$ cat src/rtl/haar_pkg.sv
// Shared definitions for the stage loader: FSM states and the ROM word layout.
package haar_pkg;

    typedef enum logic [2:0] {
        IDLE,
        HDR_REQ,
        HDR_WAIT,
        DATA,
        DONE
    } state_t;

    // Each stage is one header word followed by its entry words.
    localparam int HDR_WORDS     = 1;
    localparam int ENTRY_WORDS   = 1;
    // The entry count occupies the low bits of the header word.
    localparam int HDR_COUNT_LSB = 0;

endpackage

$ cat src/rtl/stage_load_controller_if.sv
// ROM read port and entry stream of the stage loader, grouped as one bundle.
interface stage_load_controller_if #(
    parameter int ADDR_WIDTH  = 10,
    parameter int DATA_WIDTH  = 16,
    parameter int STAGE_WIDTH = 5
);
    logic                   o_ren;
    logic [ADDR_WIDTH-1:0]  o_address;
    logic [DATA_WIDTH-1:0]  i_rom_data;
    logic                   o_valid;
    logic [DATA_WIDTH-1:0]  o_data;
    logic [STAGE_WIDTH-1:0] o_stage;
    logic                   o_last;
    logic                   i_ready;

    modport master (
        output o_ren, o_address, o_valid, o_data, o_stage, o_last,
        input  i_rom_data, i_ready
    );

    modport slave (
        input  o_ren, o_address, o_valid, o_data, o_stage, o_last,
        output i_rom_data, i_ready
    );
endinterface

$ cat src/rtl/stage_fifo2.sv
// Two-entry FIFO carrying {last, stage, data}; flush empties it in one cycle.
module stage_fifo2 #(
    parameter int W = 22
) (
    input  logic         clk_i,
    input  logic         rst_i,
    input  logic         push_i,
    input  logic         pop_i,
    input  logic         flush_i,
    input  logic [W-1:0] din_i,
    output logic [W-1:0] dout_o,
    output logic         full_o,
    output logic         empty_o,
    output logic [1:0]   count_o
);
    logic [W-1:0] mem_q [2];
    logic         wr_q, wr_d, rd_q, rd_d;
    logic [1:0]   cnt_q, cnt_d;
    logic         do_push, do_pop;

    always_comb begin
        do_pop  = pop_i && (cnt_q != 2'd0);
        do_push = push_i && ((cnt_q != 2'd2) || do_pop);
        wr_d    = wr_q ^ do_push;
        rd_d    = rd_q ^ do_pop;
        cnt_d   = cnt_q;
        if (do_push && !do_pop) begin
            cnt_d = cnt_q + 2'd1;
        end else if (!do_push && do_pop) begin
            cnt_d = cnt_q - 2'd1;
        end
    end

    always_ff @(posedge clk_i) begin
        if (rst_i || flush_i) begin
            wr_q  <= 1'b0;
            rd_q  <= 1'b0;
            cnt_q <= 2'd0;
        end else begin
            wr_q  <= wr_d;
            rd_q  <= rd_d;
            cnt_q <= cnt_d;
        end
    end

    always_ff @(posedge clk_i) begin
        if (do_push && !flush_i) begin
            mem_q[wr_q] <= din_i;
        end
    end

    assign dout_o  = mem_q[rd_q];
    assign full_o  = (cnt_q == 2'd2);
    assign empty_o = (cnt_q == 2'd0);
    assign count_o = cnt_q;
endmodule

$ cat src/rtl/stage_load_controller.sv
// Walks a header-prefixed stage table in an external ROM and streams each
// stage's entries, tagged with stage index and last flag, through a 2-deep FIFO.
module stage_load_controller
    import haar_pkg::*;
#(
    parameter int ADDR_WIDTH  = 10,
    parameter int DATA_WIDTH  = 16,
    parameter int STAGE_WIDTH = 5
) (
    input  logic                   clk_fpga,
    input  logic                   reset_fpga,
    input  logic                   i_start,
    input  logic [STAGE_WIDTH-1:0] i_num_stages,
    input  logic                   i_abort,
    stage_load_controller_if.master bus,
    output logic                   o_busy,
    output logic                   o_done,
    output logic                   o_error
);
    localparam int PW = 1 + STAGE_WIDTH + DATA_WIDTH;

    state_t                 state_q, state_d;
    logic [ADDR_WIDTH:0]    addr_q, addr_d;
    logic [ADDR_WIDTH-1:0]  remain_q, remain_d;
    logic [STAGE_WIDTH-1:0] stage_q, stage_d, nstages_q, nstages_d;
    logic                   error_q, error_d;
    logic                   infl_q, infl_d, infl_last_q, infl_last_d;
    logic [STAGE_WIDTH-1:0] infl_stage_q, infl_stage_d;

    logic                   ren, done, flush, pop, can_read, final_stage;
    logic                   fifo_full, fifo_empty;
    logic [1:0]             fifo_count;
    logic [2:0]             occ;
    logic [PW-1:0]          fifo_dout, out_word;
    logic [ADDR_WIDTH-1:0]  hdr_count;

    assign pop         = !fifo_empty && bus.i_ready;
    // Credit the entry leaving this cycle so a steady stream sustains one read per cycle.
    assign occ         = {1'b0, fifo_count} + {2'b00, infl_q} - {2'b00, pop};
    assign can_read    = !fifo_full && (occ < 3'd2);
    assign final_stage = (stage_q + STAGE_WIDTH'(1)) == nstages_q;
    assign hdr_count   = bus.i_rom_data[HDR_COUNT_LSB +: ADDR_WIDTH];

    always_comb begin
        state_d      = state_q;
        addr_d       = addr_q;
        remain_d     = remain_q;
        stage_d      = stage_q;
        nstages_d    = nstages_q;
        error_d      = error_q;
        infl_d       = 1'b0;
        infl_last_d  = 1'b0;
        infl_stage_d = stage_q;
        ren          = 1'b0;
        done         = 1'b0;
        flush        = 1'b0;
        unique case (state_q)
            IDLE: begin
                if (i_start) begin
                    addr_d    = '0;
                    stage_d   = '0;
                    nstages_d = i_num_stages;
                    error_d   = 1'b0;
                    state_d   = (i_num_stages == '0) ? DONE : HDR_REQ;
                end
            end
            HDR_REQ: begin
                // The top address bit flags a read that would wrap past the ROM end.
                if (addr_q[ADDR_WIDTH]) begin
                    error_d = 1'b1;
                    state_d = DONE;
                end else begin
                    ren     = 1'b1;
                    addr_d  = addr_q + (ADDR_WIDTH+1)'(HDR_WORDS);
                    state_d = HDR_WAIT;
                end
            end
            HDR_WAIT: begin
                remain_d = hdr_count;
                if (hdr_count != '0) begin
                    state_d = DATA;
                end else if (final_stage) begin
                    state_d = DONE;
                end else begin
                    stage_d = stage_q + STAGE_WIDTH'(1);
                    state_d = HDR_REQ;
                end
            end
            DATA: begin
                if (addr_q[ADDR_WIDTH]) begin
                    error_d = 1'b1;
                    state_d = DONE;
                end else if (can_read) begin
                    ren         = 1'b1;
                    addr_d      = addr_q + (ADDR_WIDTH+1)'(ENTRY_WORDS);
                    remain_d    = remain_q - ADDR_WIDTH'(1);
                    infl_d      = 1'b1;
                    infl_last_d = (remain_q == ADDR_WIDTH'(1));
                    if (remain_q == ADDR_WIDTH'(1)) begin
                        if (final_stage) begin
                            state_d = DONE;
                        end else begin
                            stage_d = stage_q + STAGE_WIDTH'(1);
                            state_d = HDR_REQ;
                        end
                    end
                end
            end
            DONE: begin
                if (fifo_empty && !infl_q) begin
                    done    = 1'b1;
                    state_d = IDLE;
                end
            end
            default: state_d = IDLE;
        endcase
        if (i_abort && (state_q != IDLE)) begin
            state_d  = IDLE;
            addr_d   = addr_q;
            remain_d = remain_q;
            stage_d  = stage_q;
            error_d  = error_q;
            infl_d   = 1'b0;
            flush    = 1'b1;
            ren      = 1'b0;
            done     = 1'b0;
        end
    end

    always_ff @(posedge clk_fpga) begin
        if (reset_fpga) begin
            state_q   <= IDLE;
            addr_q    <= '0;
            remain_q  <= '0;
            stage_q   <= '0;
            nstages_q <= '0;
            error_q   <= 1'b0;
            infl_q    <= 1'b0;
        end else begin
            state_q   <= state_d;
            addr_q    <= addr_d;
            remain_q  <= remain_d;
            stage_q   <= stage_d;
            nstages_q <= nstages_d;
            error_q   <= error_d;
            infl_q    <= infl_d;
        end
    end

    always_ff @(posedge clk_fpga) begin
        infl_last_q  <= infl_last_d;
        infl_stage_q <= infl_stage_d;
    end

    stage_fifo2 #(.W(PW)) u_fifo (
        .clk_i   (clk_fpga),
        .rst_i   (reset_fpga),
        .push_i  (infl_q),
        .pop_i   (pop),
        .flush_i (flush),
        .din_i   ({infl_last_q, infl_stage_q, bus.i_rom_data}),
        .dout_o  (fifo_dout),
        .full_o  (fifo_full),
        .empty_o (fifo_empty),
        .count_o (fifo_count)
    );

    assign out_word      = fifo_empty ? '0 : fifo_dout;
    assign bus.o_ren     = ren;
    assign bus.o_address = addr_q[ADDR_WIDTH-1:0];
    assign bus.o_valid   = !fifo_empty;
    assign bus.o_last    = out_word[PW-1];
    assign bus.o_stage   = out_word[DATA_WIDTH +: STAGE_WIDTH];
    assign bus.o_data    = out_word[DATA_WIDTH-1:0];
    assign o_busy        = (state_q != IDLE);
    assign o_done        = done;
    assign o_error       = error_q;
endmodule
$ cat src/flat_wrapper.sv
// flat-port wrapper written by rule: the top's interface ports become plain ports
module stage_load_controller_flat import haar_pkg::*;
#(
    parameter int ADDR_WIDTH  = 10,
    parameter int DATA_WIDTH  = 16,
    parameter int STAGE_WIDTH = 5
)
  (clk_fpga, reset_fpga, i_start, i_num_stages, i_abort, o_busy, o_done, o_error, bus_o_ren, bus_o_address, bus_o_valid, bus_o_data, bus_o_stage, bus_o_last, bus_i_rom_data, bus_i_ready);
  stage_load_controller_if #(.ADDR_WIDTH(ADDR_WIDTH), .DATA_WIDTH(DATA_WIDTH), .STAGE_WIDTH(STAGE_WIDTH)) bus_i ();
  input  logic clk_fpga;
  input  logic reset_fpga;
  input  logic i_start;
  input  logic [STAGE_WIDTH-1:0] i_num_stages;
  input  logic i_abort;
  output logic o_busy;
  output logic o_done;
  output logic o_error;
  output wire logic [$bits(bus_i.o_ren)-1:0] bus_o_ren;
  output wire logic [$bits(bus_i.o_address)-1:0] bus_o_address;
  output wire logic [$bits(bus_i.o_valid)-1:0] bus_o_valid;
  output wire logic [$bits(bus_i.o_data)-1:0] bus_o_data;
  output wire logic [$bits(bus_i.o_stage)-1:0] bus_o_stage;
  output wire logic [$bits(bus_i.o_last)-1:0] bus_o_last;
  input wire logic [$bits(bus_i.i_rom_data)-1:0] bus_i_rom_data;
  input wire logic [$bits(bus_i.i_ready)-1:0] bus_i_ready;
  assign bus_o_ren = bus_i.o_ren;
  assign bus_o_address = bus_i.o_address;
  assign bus_o_valid = bus_i.o_valid;
  assign bus_o_data = bus_i.o_data;
  assign bus_o_stage = bus_i.o_stage;
  assign bus_o_last = bus_i.o_last;
  assign bus_i.i_rom_data = bus_i_rom_data;
  assign bus_i.i_ready = bus_i_ready;
  stage_load_controller #(.ADDR_WIDTH(ADDR_WIDTH), .DATA_WIDTH(DATA_WIDTH), .STAGE_WIDTH(STAGE_WIDTH)) u_core (.clk_fpga(clk_fpga), .reset_fpga(reset_fpga), .i_start(i_start), .i_num_stages(i_num_stages), .i_abort(i_abort), .bus(bus_i), .o_busy(o_busy), .o_done(o_done), .o_error(o_error));
endmodule
$ cat config.mk
export PLATFORM = sky130hd
export DESIGN_NAME = stage_load_controller_flat
export DESIGN_NICKNAME = d
export VERILOG_FILES = /design/src/rtl/haar_pkg.sv /design/src/rtl/stage_load_controller_if.sv /design/src/rtl/stage_fifo2.sv /design/src/rtl/stage_load_controller.sv /design/src/flat_wrapper.sv
export SDC_FILE = /design/constraint.sdc
export NUM_CORES = 1
export LEC_CHECK = 0
export CORE_ASPECT_RATIO = 1.2
export CORE_MARGIN = 2
export CORE_UTILIZATION = 24
export DETAILED_ROUTE_END_ITERATION = 7
export HOLD_SLACK_MARGIN = 0.03
export PLACE_DENSITY = 0.51
export SYNTH_ARGS = -nofsm -noshare
export SYNTH_HDL_FRONTEND = slang
export SYNTH_SLANG_ARGS = --single-unit
export TNS_END_PERCENT = 20
$ cat constraint.sdc
create_clock -name clk_fpga -period 3.9 [get_ports clk_fpga]
set_input_delay 0.975 -clock clk_fpga [delete_from_list [all_inputs] [get_ports clk_fpga]]
set_output_delay 0.975 -clock clk_fpga [all_outputs]
set_load 0.01 [all_outputs]
**Yosys cells after proc, flatten, opt, wreduce, memory -nomap -nowiden**

Memory sizes are Yosys's and may differ from the RTL's. A register that Yosys moved wholly into a read port is not among the register bits.
Index checks and enable logic that the tools add are counted.

- Register bits: 46
- RAM bits: 44
- Input port bits: 26
- Output and inout port bits: 37
- Word-level logic and storage cells: 127
- Memories kept: 1

- Add/subtract/negate cells: 7
- Magnitude comparators: 1
- Eq/ne operators: 18
- Multiplexer cells: 43
- Bitwise logic cells: 5
- Reductions and logical operators: 39

Memories:

| memory | words | bits a word | rd ports | clocked after memory_dff | wr ports | RTL line | RTL |
|---|---|---|---|---|---|---|---|
| u_core.u_fifo.mem_q | 2 | 22 | 1 | 1 | 1 | stage_fifo2.sv:16 | `logic [W-1:0] mem_q [2];` |

Operators by type and width:

| kind | count |
|---|---|
| 2-to-1 mux 11 bit | 4 |
| case mux 11 bit (3 select lines) | 1 |
| 2-to-1 mux 5 bit | 6 |
| 2-to-1 mux 3 bit | 9 |
| 2-to-1 mux 22 bit | 1 |
| 2-to-1 mux 10 bit | 2 |
| case mux 10 bit (2 select lines) | 1 |
| case mux 3 bit (5 select lines) | 1 |
| case mux 5 bit (3 select lines) | 1 |
| 2-to-1 mux 1 bit | 13 |
| AND reduction 4 bit | 3 |
| adder 11 x 1 -> 11 bit (second input constant) | 1 |
| == test 10 x 1 -> 1 bit (second input constant) | 1 |
| inequality test 2 bit (second input constant) | 5 |
| nonzero test 10 bit | 1 |
| subtractor 10 x 1 -> 10 bit (second input constant) | 1 |
| logical AND 1 bit | 9 |
| nonzero test 3 bit | 3 |
| inequality test 2 x 1 -> 1 bit (second input constant) | 4 |
| nonzero test 2 bit | 4 |
| AND reduction 7 bit | 1 |
| == test 3 x 2 -> 1 bit (second input constant) | 2 |
| zero test 1 bit | 6 |
| inequality test 3 x 1 -> 1 bit (second input constant) | 2 |
| 23 further kinds | 31 |

**Longest topological paths before layout**

Gate-level depths: netlist of run 1.

- Depth after elaboration: 10
- Gate-level depth with buffers: 14
- Mapped depth without buffers: 13

**Hierarchy**

Synthesis of run 1 repeated with hierarchy kept, for this count alone.

- Cell total of the unflattened synthesis: 422
- Area total of the unflattened synthesis: 4,480.5 um^2

By module, submodules not included:

| module | instances | cells an instance | area each (um^2) | seq. area each (um^2) |
|---|---|---|---|---|
| stage_load_controller | 1 | 329 | 2,686.3 | 840.8 |
| stage_fifo2 | 1 | 93 | 1,794.2 | 1,401.3 |

**Worst setup path before layout of run 1**

No wires, ideal clock.

- Path type: input-to-output
- Start point: input bus_i_ready
- End point: output bus_o_ren
- Arrival: 2,862 ps
- Data required time: 2,925 ps
- Setup slack: 63 ps
- Cell stages on the path: 8
- Buffers on the path: 0
- Cell sequence: nand2_1 > inv_1 > ha_1 > or2b_1 > fa_1 > nor2_1 > o21ai_4 > a2111oi_2

- Cells in the longest elaborated chain, start to end: 8

RTL lines:

| item | RTL line | RTL |
|---|---|---|
| from (decl) | flat_wrapper.sv:25 | `input wire logic [$bits(bus_i.i_ready)-1:0] bus_i_ready;` |
| logical AND 1 bit | stage_load_controller.sv:37 | `assign pop = !fifo_empty && bus.i_ready;` |
| subtractor 3 x 1 -> 3 bit | stage_load_controller.sv:39 | `assign occ = {1'b0, fifo_count} + {2'b00, infl_q} - {2'b00, pop};` |
| less-than comparator 3 x 2 -> 1 bit | stage_load_controller.sv:40 | `assign can_read = !fifo_full && (occ < 3'd2);` |
| logical AND 1 bit | stage_load_controller.sv:40 |  |
| 2-to-1 mux 1 bit | stage_load_controller.sv:93 | `end else if (can_read) begin` |
| 2-to-1 mux 1 bit | stage_load_controller.sv:90 | `if (addr_q[ADDR_WIDTH]) begin` |
| case mux 1 bit (2 select lines) | stage_load_controller.sv:57 | `unique case (state_q)` |
| 2-to-1 mux 1 bit | stage_load_controller.sv:117 | `if (i_abort && (state_q != IDLE)) begin` |
| to (decl) | flat_wrapper.sv:18 | `output wire logic [$bits(bus_i.o_ren)-1:0] bus_o_ren;` |

No other way between the ends.

**Final worst setup path of run 1**

Same ends and word-level chain as after synthesis.

==> results of run 1 <==
-- logic make-up (layout without fill, tap and decap cells) --
family | Yosys count | after routing | synth area share (%)
AO/OA/AOI/OAI | 67 | 67 | 12.0
XOR/XNOR | 19 | 19 | 3.86
buffers and inverters | 43 | 109 | 4.82
AND/OR/NAND/NOR | 160 | 160 | 18.3
multiplexers | 28 | 28 | 6.51
flip-flops | 90 | 90 | 52.0
adder cells (fa/ha/maj) | 8 | 8 | 2.50
-- flip-flops by register name, indices dropped and copies added, names as in the netlist --
register,cells
u_core.o_error,1
u_core.infl_last_q,1
u_core.u_fifo.wr_q,1
u_core.infl_q,1
u_core.state_q,3
u_core.u_fifo.rd_q,1
u_core.nstages_q,5
u_core.infl_stage_d,5
u_core.infl_stage_q,5
u_core.u_fifo.count_o,2
u_core.u_fifo.mem_q,44
u_core.remain_q,10
u_core.addr_q,11
-- synth_stat cells (all sizes together) (2+ instances only) --
cell type  count  share of area [%]
a311oi         2               0.41
mux2i         28                6.5
nand4          7                1.2
and2           2               0.29
a221oi         4                1.4
nand3b         2               0.35
nor4           4               0.58
buf           18                2.6
o22ai          3               0.44
dfxtp         46                 21
clkbuf        11               0.99
nor4b          2               0.55
xor2          13                2.6
a2111oi        2               0.55
and3           6               0.99
inv           14                1.2
o31ai          3               0.52
nand2b         7                1.0
a21oi         20                2.3
nor2b          2               0.29
or3            4               0.58
nor3b          3               0.52
or2            3               0.44
o21ai         13                1.8
a31oi          2               0.29
o2111ai        2               0.70
nand2         36                3.1
o211ai         2               0.35
ha             7                2.0
nand3          6               0.70
a211oi         5                1.1
nor3           8                1.3
xnor2          6                1.2
edfxtp        44                 31
nor2          64                5.6
-- path summary, 6_finish.rpt --
kind / start / to / slack, ns / cells after the start
worst max-delay path: bus_i_ready / bus_o_ren / 0.08 / 10
worst min register to register: u_core.infl_stage_q[2] / u_core.u_fifo.mem_q[1][18] / 0.43 / 0
worst min-delay path: u_core.infl_stage_q[2] / u_core.u_fifo.mem_q[1][18] / 0.43 / 0
worst max register to register: u_core.u_fifo.count_o[0] / u_core.remain_q[1] / 0.81 / 13
-- layout make-up --
| class | count | share of cell area (%) |
|---|---|---|
| flip-flops and latches | 90 | 40.5 |
| well taps | 220 | 4.97 |
| clock inverters | 6 | 1.44 |
| inverters | 14 | 0.948 |
| multi-input cells | 282 | 34.3 |
| clock buffers | 10 | 4.31 |
| repair buffers | 79 | 13.5 |
-- metal layers --
metal	share of wire, %	global-route usage, %
met4	1.4	4.56
met2	50	18.2
met1	46	12.9
met5	0	0
met3	2.9	2.06
-- layout by cell type (no fill, tap or decap), drive strengths merged, types with 3 or more instances in the layout --
cell,count
a211oi,5
a21oi,20
a221oi,4
and3,6
buf,19
clkbuf,10
clkdlybuf4s50,60
dfxtp,46
edfxtp,44
ha,7
inv,18
mux2i,28
nand2,36
nand2b,7
nand3,6
nand4,7
nor2,64
nor3,8
nor3b,3
nor4,4
o21ai,13
o22ai,3
o31ai,3
or2,3
or3,4
xnor2,6
xor2,13
-- stage by stage --
step | instances | total power [mW] | hold slack, ns | cell area (um^2) | utilization, %
after floorplan | 415 | 1.46 | 0.330 | 4310 | -
after global placement | 683 | 1.69 | 0.407 | 5160 | 29.4
after detailed placement | 683 | 1.69 | 0.411 | 5160 | 29.4
after CTS | 700 | 2.64 | 0.428 | 5510 | 31.4
after global routing | 701 | 2.75 | 0.448 | 5540 | 31.5
final | 701 | 2.61 | 0.430 | 5540 | 31.5
-- power groups by stage --
stage	registers, mW	clock network [mW]	logic [mW]
5_1_grt	1.09	0.993	0.674
3_5_place_dp	1.10	0	0.596
4_1_cts	1.08	0.954	0.613
6_report	1.08	0.923	0.612
2_1_floorplan	1.07	0	0.390
3_3_place_gp	1.10	0	0.587
-- worst max-delay path: cells and delay by family --
family          cells  cell delay (ns)
compound gates      2             0.40
fa+ha+maj           2             0.79
buf+inv             4             0.40
simple gates        2             0.28
-- repair_timing --
action,in CTS,in global routing
setup buffers,1,1
setup endpoints to repair,1,1
hold buffers,0,0
resized for setup,14,4
pin swaps,3,4
==> metrics, run 1 <==
sequential share of power 41.3%; CTS HTree Levels 3; register area 0.00224 mm^2; worst-margin pin slew 0.696 ns; IO buf count 62; vias per inst 4.55; crit-path max FO 2; Startpoint Class input port; Routed wire per std cell 14.1 um; DRC 0; GRT Util Overall 10.6%; clock slew seen by the registers of the worst setup and hold paths 0.07 ns; number of synthesis warnings 0; Layout fillers 1771; Final Hold Viols 0; final setup violation count 0; Critical-path top delay cell fa_2; CTS Buf Count 9; grt total ovfl 0; DR iter-0 viols 140; antenna violations before repair 0; Row Count 53; Peak Freq 262 MHz; power share of the clock group 35.3%; fin worst setup slack 0.0793 ns; ANT nets after route 0; cells after synthesis 415; GP Congestion 0.797; mapped cell area 0.00431 mm^2; CTS Buffer Depth 2; synthesized area per cell 10.4 um^2; Sw Share 29.6%; combinational cell fraction of total power 23.4%; critical path arrival 2.85 ns; io pins 63; maximum VDD drop 0.217 mV; wire length of the first global-routing pass 15900 um; worst skew pair latency 0.34 ns; kind of critical path in2out; pwr/cell area 472 mW/mm^2; CTS tree built; routed wire length 9880 um; die width 126 um; worst min-delay path class reg2reg; Pre-antenna DRT Iters 4; CP Capture Type output port; fin crit share 98.0%; die area 0.0190 mm^2; Via Count 3187; NetSw 0.775 mW; Leak 1.90 nW; Final nets 510; outcome complete, no violations; largest net degree at the start of global routing 24; Post-synth EDFFs 44; setup TNS 0 ns; Place WS -0.886 ns; Max-slew headroom 53.2%; Synth Net Count 449; vias in the first global route 3156; Most common cell on crit path buf_6; clk_skew 0.00869 ns; ratio of cells with drive above 1 in the final layout 12.7%; Yosys reg bits 90; core area 0.0176 mm^2; clk root buf clkbuf_16; Max Cap Viol 0; Initial Util 24.5%; worst stage delay on the critical path 0.57 ns; area grow syn2layout 28.7%; CTS Sinks 90; max-slew violation count 0; FFs w/ async S/R, synth 0%; register area share after synthesis 52.0%; RSZ-0062 raised after global routing no; Pint 1.84 mW; n_diodes 0; area occupied by multi-input gates 0.00190 mm^2; Cell Chain, Critical Path buf_6, nand2_4, inv_2, ha_4, or2b_1, fa_2, o21ai_4, a2111oi_4, buf_4, buf_6; synth unique cells 62; data required time of the worst path 2.92 ns; min Tclk post-route 3.82 ns; height of the die 151 um; DP HPWL 7170 um; ys flop type dfxtp_1
(Power assumes the default switching activity.)
==> inputs of run 2 (changes only) <==
--- a/config.mk
+++ b/config.mk
@@ -13,5 +13,6 @@
 export PLACE_DENSITY = 0.51
 export SYNTH_ARGS = -nofsm -noshare
 export SYNTH_HDL_FRONTEND = slang
+export SYNTH_HIERARCHICAL = 1
 export SYNTH_SLANG_ARGS = --single-unit
 export TNS_END_PERCENT = 20
==> run 2 against run 1 <==
- clock skew shrank 0.0024 ns
- wire length rose by 6.9%
- clock power fell by 5.9%
- utilization decreased by 0.074 points
- sequential share of layout area is 1.4 points lower
- non-clock buffer count rose by 5
- first-iteration DRC count down 23%
- maximum frequency rose by 0.91%
- worst hold slack worse by 0.033 ns
- sequential power is 6% higher
- die area grew 3.9%
- final area up 3.6%
- largest power group unchanged
==> metrics, run 2 <==
outcome complete, no violations; cells after synthesis 422; clock slew seen by the registers of the worst setup and hold paths 0.06 ns; Leak 1.97 nW; height of the die 154 um; pwr/cell area 481 mW/mm^2; ys flop type dfxtp_1; Via Count 3447; Place WS -0.831 ns; Pre-antenna DRT Iters 5; Final Hold Viols 0; CTS Sinks 90; data required time of the worst path 2.92 ns; Synth area leaders edfxtp_1 29%, dfxtp_1 21%, mux2_2 5.5%; post-route cell area 0.00574 mm^2; ratio of cells with drive above 1 in the final layout 16.3%; register area share after synthesis 50.0%; postcts setup bufs 0; Max-slew headroom 37.8%; commonest non-fill, non-tap cells in the layout 60 x clkdlybuf4s50_1, 46 x dfxtp_1, 44 x edfxtp_1, 29 x nor2b_1, 26 x nand2_1; fin worst setup slack 0.114 ns; io pins 63; NetSw 0.867 mW; DRC 0; crit-path max FO 2; number of flip-flops in the largest register 44; area occupied by multi-input gates 0.00210 mm^2; GP Congestion 0.774; placed cell area 0.00540 mm^2; worst-margin pin slew 0.930 ns; DR iter-0 viols 108; Startpoint Class input port; Largest regs u_core/u_fifo/mem_q: 44 flops, u_core/addr_q: 11 flops, u_core/remain_q: 10 flops; CTS HTree Levels 3; RSZ-0062 raised after global routing no; CP Capture Type output port; register area 0.00224 mm^2; Peak Freq 264 MHz; final setup violation count 0; kind of critical path in2out; routed length on met3 556 um; die area 0.0198 mm^2; synthesized area per cell 10.6 um^2; max-slew violation count 0; DP HPWL 7390 um; IO buf count 62; Routed wire per std cell 14.8 um; Layout fillers 1863; Synth area leader edfxtp_1; core area 0.0182 mm^2; commonest non-fill, non-tap cell in the layout clkdlybuf4s50_1; synth unique cells 61; top-count cell post-synth dfxtp_1; power share of the clock group 31.5%; number of synthesis warnings 6; n_diodes 0; vias in the first global route 3348; area grow syn2layout 28.1%; CTS Buffer Depth 2; Row Count 54; commonest cells in the synthesized netlist 46 x dfxtp_1, 44 x edfxtp_1, 31 x nor2b_1; fin crit share 97.1%; worst skew pair latency 0.34 ns; Sw Share 31.4%; min Tclk post-route 3.79 ns; clk_skew 0.00627 ns; maximum VDD drop 0.209 mV; Final nets 521; mapped cell area 0.00448 mm^2; antenna violations before repair 0; Pint 1.89 mW; sequential share of power 41.5%; Post-synth EDFFs 44; Yosys reg bits 90; critical path arrival 2.81 ns; WL met1 4750 um; FFs w/ async S/R, synth 0%; grt total ovfl 0; combinational cell fraction of total power 27.0%; clk root buf clkbuf_16; largest net degree at the start of global routing 25; Max Used Layer met4; Synth Net Count 456; vias per inst 4.81; Max Cap Viol 0; worst min-delay path class reg2reg; DR WL met2 5070 um; GRT Util Overall 11.0%; hold buffers post-CTS 0; Initial Util 24.6%; Biggest register u_core/u_fifo/mem_q; routed wire length 10600 um; Yosys top cell area share 29.5%; wire length of the first global-routing pass 17300 um; ANT nets after route 0; CTS tree built; CTS Buf Count 9; die width 129 um
run 2: cell count changes after synthesis, moves of 5 or more:
cell      delta
mux2_2      +22
nand2_1     -10
nor2b_1     +29
a211oi_1     +6
xor2_1       -8
or3_1        +5
nor2_1      -39
mux2i_1     -17
o22ai_1      +5
run 2: timing repair:
action                                  in CTS  in global routing
pin swaps                                    4                  1
endpoints found under the setup margin       1                  1
gates resized for setup                     16                  0
run 2: cells by family (layout without fill, tap and decap cells):
| kind of cell | after synthesis | after routing | synth area share, % |
|---|---|---|---|
| XOR/XNOR | 9 | 9 | 1.76 |
| adder cells (fa/ha/maj) | 8 | 8 | 2.40 |
| AND/OR/NAND/NOR | 156 | 156 | 20.3 |
| AO/OA/AOI/OAI | 85 | 85 | 13.0 |
| buffers and inverters | 41 | 111 | 4.52 |
| flip-flops | 90 | 90 | 50.0 |
| multiplexers | 33 | 33 | 7.99 |
run 2: per-layer routing:
layer | vias up | track usage (%)
met5 | - | 0
met4 | 0 | 4.66
met3 | 13 | 2.44
met2 | 94 | 17.8
met1 | 1663 | 14.2
li1 | 1677 | -
run 2: critical path, cell delays in order:
cell and delay [ns]:
dlygate4sd2_1 0.23, nor2b_4 0.13, ha_4 0.20, nand2b_4 0.13
fa_1 0.53, nor2b_4 0.17, a21boi_2 0.09, nor4_2 0.17
buf_2 0.18
run 2: area by class of cell:
cell class                      instances  share of cell area [%]
Sequential cell                        90                    39.1
Multi-Input combinational cell        291                    36.6
Timing Repair Buffer                   84                    13.6
Tap cell                              224                    4.88
Clock buffer                           10                    3.99
Clock inverter                          6                    1.18
Inverter                               11                   0.719
run 2: metrics by stage:
| step | setup TNS (ns) | power (mW) | std cells | hold slack [ns] | util (%) |
|---|---|---|---|---|---|
| floorplan | 0 | 1.64 | 422 | 0.368 | - |
| global placement | -1.53 | 1.88 | 700 | 0.382 | 29.6 |
| detailed placement | -2.44 | 1.90 | 700 | 0.384 | 29.6 |
| CTS | 0 | 2.79 | 716 | 0.396 | 31.5 |
| global route | 0 | 2.92 | 716 | 0.420 | 31.5 |
| finish | 0 | 2.76 | 716 | 0.396 | 31.5 |
run 2: power by group through the flow:
stage | sequential [mW] | combinational [mW] | clock [mW]
6_report | 1.15 | 0.745 | 0.869
5_1_grt | 1.16 | 0.826 | 0.936
4_1_cts | 1.14 | 0.749 | 0.899
3_5_place_dp | 1.16 | 0.737 | 0
3_3_place_gp | 1.16 | 0.723 | 0
2_1_floorplan | 1.12 | 0.522 | 0
run 2: path summary, 6_finish.rpt:
path,start,endpoint,slack [ns],depth (start not counted)
max,bus_i_ready,bus_o_ren,0.11,9
min,u_core/infl_stage_d[1],u_core/infl_stage_q[1],0.40,0
max reg2reg,u_core/u_fifo/count_o[0],u_core/remain_q[8],1.01,12
min reg2reg,u_core/infl_stage_d[1],u_core/infl_stage_q[1],0.40,0
